==> src/rtl/key_event_decoder_pkg.sv <==
// Shared definitions for the key event decoder: FSM state encoding, default
// thresholds and the electrical polarity of a pressed key.
package key_event_decoder_pkg;

  typedef enum logic [1:0] {
    S_IDLE    = 2'd0,
    S_PRESSED = 2'd1,
    S_LONG    = 2'd2
  } key_state_t;

  localparam int          DEF_CNT_W      = 26;
  localparam int unsigned DEF_LONG_MAX   = 50_000_000;  // 1 s at 50 MHz
  localparam int unsigned DEF_REPEAT_MAX = 10_000_000;  // 200 ms at 50 MHz

  localparam logic KEY_PRESSED = 1'b0;
  localparam logic KEY_IDLE    = ~KEY_PRESSED;

endpackage

==> src/rtl/key_event_decoder_edge_detect.sv <==
// Registers the debounced key level and flags press (fall) and release (rise)
// edges combinationally against the registered copy.
module key_edge_detect
  import key_event_decoder_pkg::*;
(
  input  logic clk,
  input  logic rst_n,
  input  logic key_filtered,
  output logic fall,
  output logic rise
);

  logic key_prev_reg;
  logic prev_valid_reg;

  // prev_valid_reg masks the first cycle after reset, so a key already held
  // down while reset was asserted is never mistaken for a fresh press.
  always_ff @(posedge clk or negedge rst_n) begin
    if (!rst_n) begin
      key_prev_reg   <= KEY_IDLE;
      prev_valid_reg <= 1'b0;
    end else begin
      key_prev_reg   <= key_filtered;
      prev_valid_reg <= 1'b1;
    end
  end

  assign fall = prev_valid_reg && (key_prev_reg == KEY_IDLE) && (key_filtered == KEY_PRESSED);
  assign rise = prev_valid_reg && (key_prev_reg == KEY_PRESSED) && (key_filtered == KEY_IDLE);

endmodule

==> src/rtl/key_event_decoder.sv <==
// Turns one debounced active-low key into single-cycle press / short / long /
// repeat / release pulses plus a key_held level, all registered.
module key_event_decoder
  import key_event_decoder_pkg::*;
#(
  parameter int          CNT_W      = DEF_CNT_W,
  parameter int unsigned LONG_MAX   = DEF_LONG_MAX,
  parameter int unsigned REPEAT_MAX = DEF_REPEAT_MAX
) (
  input  logic clk,
  input  logic rst_n,
  input  logic key_filtered,
  output logic press_pulse,
  output logic short_pulse,
  output logic long_pulse,
  output logic repeat_pulse,
  output logic release_pulse,
  output logic key_held
);

  localparam logic [CNT_W-1:0] LONG_LAST   = CNT_W'(LONG_MAX - 1);
  localparam logic [CNT_W-1:0] REPEAT_LAST = CNT_W'(REPEAT_MAX - 1);
  localparam logic [CNT_W-1:0] CNT_ONE     = CNT_W'(1);

  logic fall;
  logic rise;

  key_state_t       state_reg, state_next;
  logic [CNT_W-1:0] cnt_reg, cnt_next;
  logic press_reg, press_next;
  logic short_reg, short_next;
  logic long_reg, long_next;
  logic repeat_reg, repeat_next;
  logic release_reg, release_next;
  logic held_reg, held_next;

  key_edge_detect u_edge (
    .clk          (clk),
    .rst_n        (rst_n),
    .key_filtered (key_filtered),
    .fall         (fall),
    .rise         (rise)
  );

  always_ff @(posedge clk or negedge rst_n) begin
    if (!rst_n) begin
      state_reg   <= S_IDLE;
      cnt_reg     <= '0;
      press_reg   <= 1'b0;
      short_reg   <= 1'b0;
      long_reg    <= 1'b0;
      repeat_reg  <= 1'b0;
      release_reg <= 1'b0;
      held_reg    <= 1'b0;
    end else begin
      state_reg   <= state_next;
      cnt_reg     <= cnt_next;
      press_reg   <= press_next;
      short_reg   <= short_next;
      long_reg    <= long_next;
      repeat_reg  <= repeat_next;
      release_reg <= release_next;
      held_reg    <= held_next;
    end
  end

  // A release always beats a threshold hit on the same cycle, so a key let go
  // exactly at the long boundary still counts as a short press.
  always_comb begin
    state_next   = state_reg;
    cnt_next     = cnt_reg;
    press_next   = 1'b0;
    short_next   = 1'b0;
    long_next    = 1'b0;
    repeat_next  = 1'b0;
    release_next = 1'b0;

    case (state_reg)
      S_IDLE: begin
        if (fall) begin
          press_next = 1'b1;
          cnt_next   = '0;
          state_next = S_PRESSED;
        end
      end
      S_PRESSED: begin
        if (rise) begin
          short_next   = 1'b1;
          release_next = 1'b1;
          cnt_next     = '0;
          state_next   = S_IDLE;
        end else if (cnt_reg == LONG_LAST) begin
          long_next  = 1'b1;
          cnt_next   = '0;
          state_next = S_LONG;
        end else begin
          cnt_next = cnt_reg + CNT_ONE;
        end
      end
      S_LONG: begin
        if (rise) begin
          release_next = 1'b1;
          cnt_next     = '0;
          state_next   = S_IDLE;
        end else if (cnt_reg == REPEAT_LAST) begin
          repeat_next = 1'b1;
          cnt_next    = '0;
        end else begin
          cnt_next = cnt_reg + CNT_ONE;
        end
      end
      default: begin
        cnt_next   = '0;
        state_next = S_IDLE;
      end
    endcase

    held_next = (state_next == S_PRESSED) || (state_next == S_LONG);
  end

  assign press_pulse   = press_reg;
  assign short_pulse   = short_reg;
  assign long_pulse    = long_reg;
  assign repeat_pulse  = repeat_reg;
  assign release_pulse = release_reg;
  assign key_held      = held_reg;

endmodule

==> config.mk <==
export PLATFORM = sky130hd
export DESIGN_NAME = key_event_decoder
export DESIGN_NICKNAME = d
export VERILOG_FILES = /design/src/rtl/key_event_decoder_pkg.sv /design/src/rtl/key_event_decoder_edge_detect.sv /design/src/rtl/key_event_decoder.sv
export SDC_FILE = /design/constraint.sdc
export NUM_CORES = 1
export LEC_CHECK = 0
export CAP_MARGIN = 30
export CELL_PAD_IN_SITES_DETAIL_PLACEMENT = 1
export CELL_PAD_IN_SITES_GLOBAL_PLACEMENT = 1
export CORE_MARGIN = 5
export CORE_UTILIZATION = 50
export CTS_CLUSTER_DIAMETER = 200
export DETAILED_ROUTE_END_ITERATION = 12
export PLACE_DENSITY_LB_ADDON = 0.1
export SYNTH_ARGS = -nofsm -noshare
export SYNTH_HDL_FRONTEND = slang
export SYNTH_SLANG_ARGS = --single-unit
export TNS_END_PERCENT = 50
==> constraint.sdc <==
create_clock -name clk -period 4.6 [get_ports clk]
set_input_delay 0.92 -clock clk [delete_from_list [all_inputs] [get_ports clk]]
set_output_delay 0.92 -clock clk [all_outputs]
set_load 0.1 [all_outputs]
Word level (Yosys, flattened, before mapping). Index checks and enable logic that the tools add are counted.

Flip-flop bits (word level): 36. Input port bits: 3. Output and inout bits: 6. Word-level logic and storage cells: 49.

Add/subtract/negate cells: 1. Eq/ne operators: 7. Multiplexer cells: 22. Bitwise logic cells: 2. Reduce and logical (&&, ||, !) cells: 7.

Operator list (count): $mux 26 (5); $pmux 26 s3 (1); $add 26x1->26 const B (1); $eq 26x24->1 const B (1); $eq 26x26->1 const B (1); $mux 1 (11); $mux 2 (4); $pmux 2 s3 (1); $eq 2x1->1 const B (2); $eq 2x2->1 const B (2); $logic_and 1x1->1 (4); $logic_not 2->1 (1); $ne 2x2->1 const B (1); $not 1->1 (2); $reduce_or 2->1 (1); $logic_or 1x1->1 (1).

Logic depth before layout (Yosys ltp). Gate-level depths: netlist of run 1.

Word-level depth: 7. Depth in mapped cells: 7.

Cells and area by module. Synthesis of run 1 repeated with hierarchy kept, for this count alone.

Cell total of the unflattened synthesis: 214. Area, all modules: 2030.7 um^2.

Modules (own cells, without submodules): key_event_decoder (times used 1, cells each 209, area an instance 1958.1 um^2, seq. area each 850.8 um^2); key_edge_detect (times used 1, cells each 5, area an instance 72.6 um^2, seq. area each 51.3 um^2).

Worst setup path after synthesis of run 1. Ideal clock, no wire load.

Path type: input -> register. From: input key_filtered. To: register held_reg (netlist: key_held). Setup time: 0.082 ns. Data arrival time: 2.115 ns. Data required time: 4.518 ns. Path slack: 2.403 ns. Cell stages on the path: 6. Cell sequence: and3b_1 clkbuf_1 and2_1 a311o_1 a211o_1 a31oi_1.

Longest elaborated chain between the ends: 6.

Ends and longest elaborated chain: from (decl) (RTL line key_event_decoder.sv:12) `input logic key_filtered,`; $not 1->1 (RTL line key_event_decoder_edge_detect.sv:28) `assign fall = prev_valid_reg && (key_prev_reg == KEY_IDLE) && (key_filtered == KEY_PRESSED);`; $logic_and 1x1->1 (RTL line key_event_decoder_edge_detect.sv:28); $mux 2 (RTL line key_event_decoder.sv:80) `if (fall) begin`; $pmux 2 s3 * (RTL line key_event_decoder.sv:78) `case (state_reg)`; $eq 2x1->1 / $eq 2x2->1 (equally long branches) (RTL line key_event_decoder.sv:118) `held_next = (state_next == S_PRESSED) || (state_next == S_LONG);`; $logic_or 1x1->1 * (RTL line key_event_decoder.sv:118); via held_next (RTL line key_event_decoder.sv:35) `logic held_reg, held_next;`; to (signal assigned) (RTL line key_event_decoder.sv:63) `held_reg <= held_next;`; to (decl) (RTL line key_event_decoder.sv:35).

The timed path passes the listed nets; every way through them passes the cells marked *. A chain may end at the register's enable or synchronous reset.

Final worst setup path of run 1.
From: input key_filtered. To: register cnt_reg[5].

Longest elaborated chain between the ends: 3.

Ends and longest elaborated chain: $logic_and 1x1->1 / $not 1->1 (equally long branches) (RTL line key_event_decoder_edge_detect.sv:29, key_event_decoder_edge_detect.sv:28); $mux 26 (tied with other cells) (RTL line key_event_decoder.sv:101) `if (rise) begin`; $pmux 26 s3 / $ne 2x2->1 (equally long branches); to (signal assigned) (RTL line key_event_decoder.sv:57) `cnt_reg <= cnt_next;`; to (decl) (RTL line key_event_decoder.sv:29) `logic [CNT_W-1:0] cnt_reg, cnt_next;`.

Several ways; a longest one is shown, not always the timed one.

==> results.toml, run 1 <==
[worst_setup_path]
crit_path_end_kind = "flip-flop"
critPathKind = "in2reg"
crit_chain = "clkdlybuf4s50_1 -> nand3b_1 -> nand2_1 -> o32ai_2 -> nor3_4 -> o32ai_1"
cp_max_fo = 23
cp.required_ns = 4.72
worstPathArrival_ns = 2.94
cp_slowest_stage_delay_ns = 0.71
cp-start-kind = "input pin"
crit_slowest_cell = "nor3_4"

[clock_network]
cts_made_buffers = 5
path_clk_slew_ns = 0.07
insertion_delay_ns = 0.28
h-tree-depth = 2
cts_root_buffer = "clkbuf_8"
post-cts-setup-buffers = 0
cts.sinks = 36
cts_tree = "done"
cts_hold_buf = 0
cts_buffer_depth = 2
cts_resized = 0

[routing]
vias_per_cell = 5.742
drtIter0Drc = 43
vias = 1516
wl_per_cell_um = 15.81
wl_um = 4173
drc_errors = 0
ant_nets = 0
dr.pass1.iters = 5

[floorplan]
dieArea_um2 = 5233
io_pins = 9
die_h_um = 72.34
coreArea_um2 = 3716
start_util_pct = 52.29
num_rows = 22
dieWidth_um = 72.34

[sta]
final_hold_viol_count = 0
skew_ns = 0.003360
clock.fmax_ghz = 0.3541
rsz0062_at_grt = "false"
drv_slew = 0
worstMarginPinSlew_ns = 0.9664
fin_setup_tns_ns = 0
slew_headroom_pct = 35.37
min_period_over_period_pct = 61.40
min_period_ns = 2.824
final-setup-viol-count = 0

[layout]
area_growth_pct = 10.05
final_cell_mix = "dfrtp_1 (35), nor2_1 (29), xnor2_1 (16)"
nets = 223
utilization_pct = 57.54
drive_above_1_share_pct = 6.481
largest_reg_flops = 26
antenna_cells = 0
layout_commonest_cell = "dfrtp_1"

[synthesis]
synthAdderAreaFrac_pct = 3.220
yosysTopAreaCellShare_pct = 45.07
synth.distinct_cells = 46
syn-num-nets = 214
yosysWarningCount = 0
synth_area_um2 = 1943
synth-compound-area-share_pct = 10.17
avgSynthCellArea_um2 = 9.433
syn_inst = 206
synth_simple_gate_area_share_pct = 28.14
synth-xor-area-share_pct = 7.212
netlist_top_cells_area = "dfrtp_1 (45%), xnor2_1 (7.2%), nor2_1 (5.6%), ha_1 (3.2%), nor3_1 (3.1%)"
synthMuxAreaShare_pct = 0.5151
yosysSeqAreaShare_pct = 46.43
synth_edf_count = 0
netlist.top_cell.by_area = "dfrtp_1"
synth_top_family_by_area = "simple AND/OR/NAND/NOR gates"
ys_ff_latch = 36
ys.flop_type = "dfrtp_1"
async_reset_ff_share_pct = 100.0

[pwr]
vdd_ir_drop_max_mv = 0.1903
power.leakage_nw = 0.8523
power_density_nw_per_um2 = 388.0

[place]
io_buffer_count = 8
gp_congestion = 0.8335
dpl.hpwl_um = 3053

[run]
cap_violations = 0

[global_routing]
grt_max_degree = 37
grt_overflow = 0
grt_pass1_wl_um = 7383
grt_pass1_vias = 1556
antenna_found_initial = 0
track_usage_pct = 17.96

[worst_hold_path]
min_path_type = "reg2reg"

[outcome]
status = "complete, no violations"
-- Yosys cell counts, drive strengths merged, types with 4 or more instances --
| master | count |
|---|---|
| nor3 | 14 |
| nand2 | 14 |
| a21oi | 5 |
| inv | 10 |
| nand3 | 12 |
| clkbuf | 4 |
| and3 | 7 |
| xnor2 | 16 |
| ha | 5 |
| o21ai | 9 |
| nand4 | 4 |
| nor2 | 30 |
| dfrtp | 35 |
| nor4 | 7 |
-- where the power goes --
| group | internal [mW] | switching, mW | total, mW |
|---|---|---|---|
| Clock | 0.122 | 0.102 | 0.224 |
| Combinational | 0.0649 | 0.193 | 0.257 |
| Sequential | 0.335 | 0.0133 | 0.349 |
-- area by class of cell --
class | instances | area [µm²]
Multi-Input combinational cell | 153 | 960.9
Inverter | 10 | 37.54
Tap cell | 48 | 60.06
Clock buffer | 8 | 90.09
Timing Repair Buffer | 9 | 87.58
Sequential cell | 36 | 902.1
Fill cell | 430 | 1578
-- through the flow --
stage | instances | power, mW | setup WS [ns] | hold WS (ns) | area (µm²)
2_1_floorplan | 206 | 0.5662 | 2.403 | 0.4684 | 1943
6_report | 264 | 0.8297 | 1.776 | 0.5397 | 2138
3_5_place_dp | 256 | 0.6148 | 1.406 | 0.5239 | 2048
5_1_grt | 264 | 0.8806 | 1.563 | 0.5684 | 2138
4_1_cts | 264 | 0.8424 | 1.748 | 0.5424 | 2138
3_3_place_gp | 256 | 0.6026 | 1.595 | 0.4939 | 2048
-- metal layers --
| metal | wire (µm) | global-route usage, % | vias up |
|---|---|---|---|
| met5 | 0 | 0 | - |
| met4 | 49 | 5.637 | 0 |
| met3 | 112 | 4.432 | 7 |
| met2 | 1967 | 28.51 | 14 |
| met1 | 2044 | 24.08 | 744 |
| li1 | - | - | 751 |
-- kinds of logic after synthesis --
| family | Yosys count |
|---|---|
| simple gates | 102 |
| flops | 36 |
| compound gates | 28 |
| buf+inv | 17 |
| xor+xnor | 16 |
| fa+ha+maj | 5 |
| other cells | 1 |
| mux | 1 |
-- critical path, delay by kind of cell --
family                 cells  cell delay (ns)
AND/OR/NAND/NOR            3             1.17
buffers and inverters      1             0.51
AO/OA/AOI/OAI              2             0.33
-- path summary, 6_finish.rpt --
check / slack, ns / from / endpoint / cells after the start
max: 1.78 / key_filtered / cnt_reg[5]$_DFFE_PN0P_ / 6
min: 0.54 / cnt_reg[5]$_DFFE_PN0P_ / cnt_reg[5]$_DFFE_PN0P_ / 1
max reg2reg: 2.05 / cnt_reg[0]$_DFFE_PN0P_ / cnt_reg[5]$_DFFE_PN0P_ / 6
min reg2reg: 0.54 / cnt_reg[5]$_DFFE_PN0P_ / cnt_reg[5]$_DFFE_PN0P_ / 1
max in group asynchronous: 3.20 / rst_n / u_edge.key_prev_reg$_DFF_PN1_ / 2
min in group asynchronous: 1.06 / rst_n / cnt_reg[15]$_DFFE_PN0P_ / 2
Power figures use the tool's default switching activity.
==> run 2: changes to the inputs <==
Settings changed: CORE_UTILIZATION 50 to 46.
Clock period 4.6 ns to 2.6 ns, I/O delays scaled along.
==> results.toml, run 2 (synthesis results as in run 1) <==
[routing]
ant_nets = 0
dr.pass1.iters = 4
drc_errors = 0
wl_um = 4755
vias_per_cell = 5.922
drtIter0Drc = 118
wl_per_cell_um = 17.61
vias = 1599

[sta]
slew_headroom_pct = 47.50
clock.fmax_ghz = 0.4665
fin_setup_tns_ns = 0
drv_slew = 0
min_period_ns = 2.144
skew_ns = 0.009294
final_hold_viol_count = 0
rsz0062_at_grt = "false"
final-setup-viol-count = 0
layout_setup_ws_ns = 0.4562
min_period_over_period_pct = 82.45
worstMarginPinSlew_ns = 0.7875

[floorplan]
coreArea_um2 = 4058
dieWidth_um = 75.00
die_h_um = 75.00
dieArea_um2 = 5624
start_util_pct = 47.89
io_pins = 9
num_rows = 23

[layout]
largest_reg_flops = 26
area_growth_pct = 10.69
nFillCells = 481
layout_commonest_cell = "dfrtp_1"
final_cell_mix = "dfrtp_1 (35), nor2_1 (29), xnor2_1 (16)"
antenna_cells = 0
drive_above_1_share_pct = 11.36
nets = 227

[clock_network]
insertion_delay_ns = 0.28
cts_tree = "done"
cts_resized = 0
cts_hold_buf = 0
cts.sinks = 36
cts_buffer_depth = 2
h-tree-depth = 2
cts_made_buffers = 5
post-cts-setup-buffers = 0
cts_root_buffer = "clkbuf_8"
path_clk_slew_ns = 0.08

[worst_setup_path]
critPathKind = "reg2reg"
cp_max_fo = 5
cp-start-kind = "flip-flop"
crit_path_end_kind = "flip-flop"
worstPathArrival_ns = 2.31
cp.required_ns = 2.76

[pwr]
combPwrFrac_pct = 31.9
clockPowerShare_pct = 27.2
internal-power_mw = 0.9507
total_power_mw = 1.521
switching_share_pct = 37.48
switchingPower_mw = 0.5700
vdd_ir_drop_max_mv = 0.3163
seqPwrFrac_pct = 40.8
power_density_nw_per_um2 = 707.0
power.leakage_nw = 0.8816

[run]
cap_violations = 0

[global_routing]
grt_pass1_vias = 1630
grt_overflow = 0
grt_pass1_wl_um = 8093
antenna_found_initial = 0
track_usage_pct = 18.98
grt_max_degree = 37

[worst_hold_path]
min_path_type = "in2async"

[place]
gp_congestion = 0.8551
io_buffer_count = 8
dpl.hpwl_um = 3388
place_ws_ns = 0.2167

[outcome]
status = "complete, no violations"
run 2: path summary, 6_finish.rpt:
path	start	endpoint	slack, ns	cells after the start
worst max-delay path	state_reg[1]$_DFF_PN0_	cnt_reg[5]$_DFFE_PN0P_	0.46	6
worst max register to register	state_reg[1]$_DFF_PN0_	cnt_reg[5]$_DFFE_PN0P_	0.46	6
worst min register to register	cnt_reg[1]$_DFFE_PN0P_	cnt_reg[1]$_DFFE_PN0P_	0.54	2
worst min-delay path	rst_n	cnt_reg[15]$_DFFE_PN0P_	0.31	1
min in group clk	cnt_reg[1]$_DFFE_PN0P_	cnt_reg[1]$_DFFE_PN0P_	0.54	2
max in group asynchronous	rst_n	cnt_reg[23]$_DFFE_PN0P_	1.78	1
run 2: metrics by stage:
step           std cells  cell area, µm²  util [%]  hold WS (ns)
2_1_floorplan        206            1943         -        0.2244
3_3_place_gp         262            2061     50.79        0.4927
3_5_place_dp         262            2061     50.79        0.5217
4_1_cts              270            2151     53.01        0.3478
5_1_grt              270            2151     53.01        0.3978
6_report             270            2151     53.01        0.3108
run 2: per-layer routing:
layer	vias to the layer above	wire length, µm	GRT usage, %
met5	-	0	0
met4	0	56	4.743
met3	9	191	3.738
met2	42	2368	32.21
met1	794	2139	24.83
li1	754	-	-
run 2: layout make-up:
cell class                      instances  area, µm²  share of cell area, %
Multi-Input combinational cell        153      960.9                  44.68
Sequential cell                        36      902.1                  41.94
Timing Repair Buffer                   13      97.59                  4.538
Clock buffer                            8      90.09                  4.188
Tap cell                               50      62.56                  2.909
Inverter                               10      37.54                  1.745
run 2: power by group through the flow:
stage,sequential [mW],combinational (mW),clock [mW]
after global placement,0.626,0.478,0
final,0.621,0.486,0.414
after CTS,0.620,0.490,0.424
after floorplan,0.707,0.295,0
after detailed placement,0.631,0.485,0
after global routing,0.624,0.529,0.445
run 2: worst max-delay path, stage by stage, from the launching register on:
cell and delay (ns):
dfrtp_1 0.43, inv_1 0.14, ha_1 0.34, inv_1 0.08, o32ai_2 0.48, o21ai_1 0.18, o32ai_1 0.36
==> run 3: changes to the inputs <==
Settings changed: CORE_UTILIZATION 46 to 42.
Clock period 2.6 ns to 1.8 ns, I/O delays scaled along.
==> results.toml, run 3 (synthesis results as in run 1) <==
[outcome]
status = "finished with violations"
violations = "setup timing"

[worst_setup_path]
cp_slowest_stage_delay_ns = 0.53
r2r_end = "cnt_reg[13]$_DFFE_PN0P_"
r2r-start = "cnt_reg[17]$_DFFE_PN0P_"
worstPathArrival_ns = 2.17
critPathKind = "reg2reg"
crit_top_cell = "buf_6"
cp-start-kind = "flip-flop"
crit_chain = "or4b_4 -> nor3_4 -> o32ai_4 -> nor3_4 -> buf_6 -> buf_6 -> buf_6 -> nor2_1"
cp_max_fo = 6
crit_path_end_kind = "flip-flop"
ff2ff_path_depth = 8
r2r_slack_ns = -0.19
crit_slowest_cell = "or4b_4"
cp.required_ns = 1.97

[sta]
whs_ns = 0.1148
clock.fmax_ghz = 0.5013
min_period_ns = 1.995
skew_ns = 0.01049
min_period_over_period_pct = 110.8
final-setup-viol-count = 26
final_hold_viol_count = 0
drv_slew = 0
layout_setup_ws_ns = -0.1948
rsz0062_at_grt = "true"

[global_routing]
use_met1_pct = 25.85
met3_usage_pct = 3.318
grt_max_degree = 37
antenna_found_initial = 0
top_usage_layer = "met2"
grt_overflow = 0
track_usage_pct = 20.15
grt_pass1_wl_um = 9942
met2_usage_pct = 34.97
grt_pass1_vias = 1958

[layout]
final_cells = 311
largest_reg_flops = 26
area_growth_pct = 39.66
nets = 267
layout_commonest_cell = "buf_4"
antenna_cells = 0
final_cell_mix = "buf_4 (41), dfrtp_1 (34), nor2_1 (28)"
drive_above_1_share_pct = 34.36
nFillCells = 495

[worst_hold_path]
min_path_type = "in2async"

[clock_network]
h-tree-depth = 2
cts_made_buffers = 5
cts.sinks = 36
cts_buffer_depth = 2
insertion_delay_ns = 0.29
path_clk_slew_ns = 0.08
cts_tree = "done"
cts_root_buffer = "clkbuf_8"

[floorplan]
io_pins = 9
start_util_pct = 44.02
num_rows = 24
dieWidth_um = 78.02
die_h_um = 78.02
dieArea_um2 = 6087
coreArea_um2 = 4414

[routing]
wl_per_cell_um = 18.85
vias = 1784
drc_errors = 0
vias_per_cell = 5.736
wl_um = 5862
ant_nets = 0
dr.pass1.iters = 4
drtIter0Drc = 63

[pwr]
vdd_ir_drop_max_mv = 0.6021
power_density_nw_per_um2 = 1018
power.leakage_nw = 1.147

[place]
io_buffer_count = 8
placed_cells = 299
dpl.hpwl_um = 3896
gp_congestion = 0.8807

[run]
cap_violations = 0
-- run 3: worst max path at each step --
stage | start | endpoint | cells after the start
after floorplan | cnt_reg[13]$_DFFE_PN0P_ | cnt_reg[5]$_DFFE_PN0P_ | 6
after global placement | key_filtered | key_held$_DFF_PN0_ | 6
after detailed placement | key_filtered | cnt_reg[4]$_DFFE_PN0P_ | 7
after CTS | cnt_reg[17]$_DFFE_PN0P_ | cnt_reg[23]$_DFFE_PN0P_ | 6
after global routing | cnt_reg[17]$_DFFE_PN0P_ | cnt_reg[19]$_DFFE_PN0P_ | 8
final | cnt_reg[17]$_DFFE_PN0P_ | cnt_reg[13]$_DFFE_PN0P_ | 8
-- run 3: worst max-delay path: cells and delay by family, from the launching register on --
family                 cells  cell delay (ns)
and+or+nand+nor            4             0.98
AOI/OAI and AO/OA          1             0.16
DFF                        1             0.40
buffers and inverters      3             0.33
-- run 3: report_power, final --
part | internal (mW) | switching (mW)
registers | 0.857 | 0.0320
clock network | 0.341 | 0.287
logic | 0.546 | 0.698
-- run 3: area by class of cell --
| type | count | area, µm² | area share, % |
|---|---|---|---|
| multi-input combinational | 153 | 1116 | 41.12 |
| tap | 52 | 65.06 | 2.397 |
| clock buffer | 7 | 96.34 | 3.550 |
| timing repair buffer | 53 | 495.5 | 18.26 |
| inverter | 10 | 37.54 | 1.383 |
| sequential | 36 | 903.4 | 33.29 |
-- run 3: per-stage QoR --
stage          instance area (µm²)  setup WS (ns)  utilization, %  TNS (ns)  power, mW
2_1_floorplan                 1943       -0.02574               -  -0.03428      1.447
3_3_place_gp                  2414        -0.3011           54.68    -6.067      1.828
3_5_place_dp                  2414        -0.3807           54.68    -8.346      1.884
4_1_cts                       2610        -0.2075           59.13    -3.875      2.629
5_1_grt                       2714        -0.2764           61.48    -5.546      2.916
6_report                      2714        -0.1948           61.48    -3.296      2.761
-- run 3: routing by layer --
layer	wire length, µm	share of wire [%]
met2	2976	51
met1	2671	46
met4	85	1.5
met5	0	0
met3	129	2.2
-- run 3: timing repair --
item / in CTS / in global routing
pin swaps: 8 / 1
cloned: 1 / 0
buffers inserted: 1 / 4
hold buffers: 0 / 0
setup endpoints to repair: 29 / 29
gates resized for setup: 22 / 19
endpoints found under the hold margin: 0 / 0
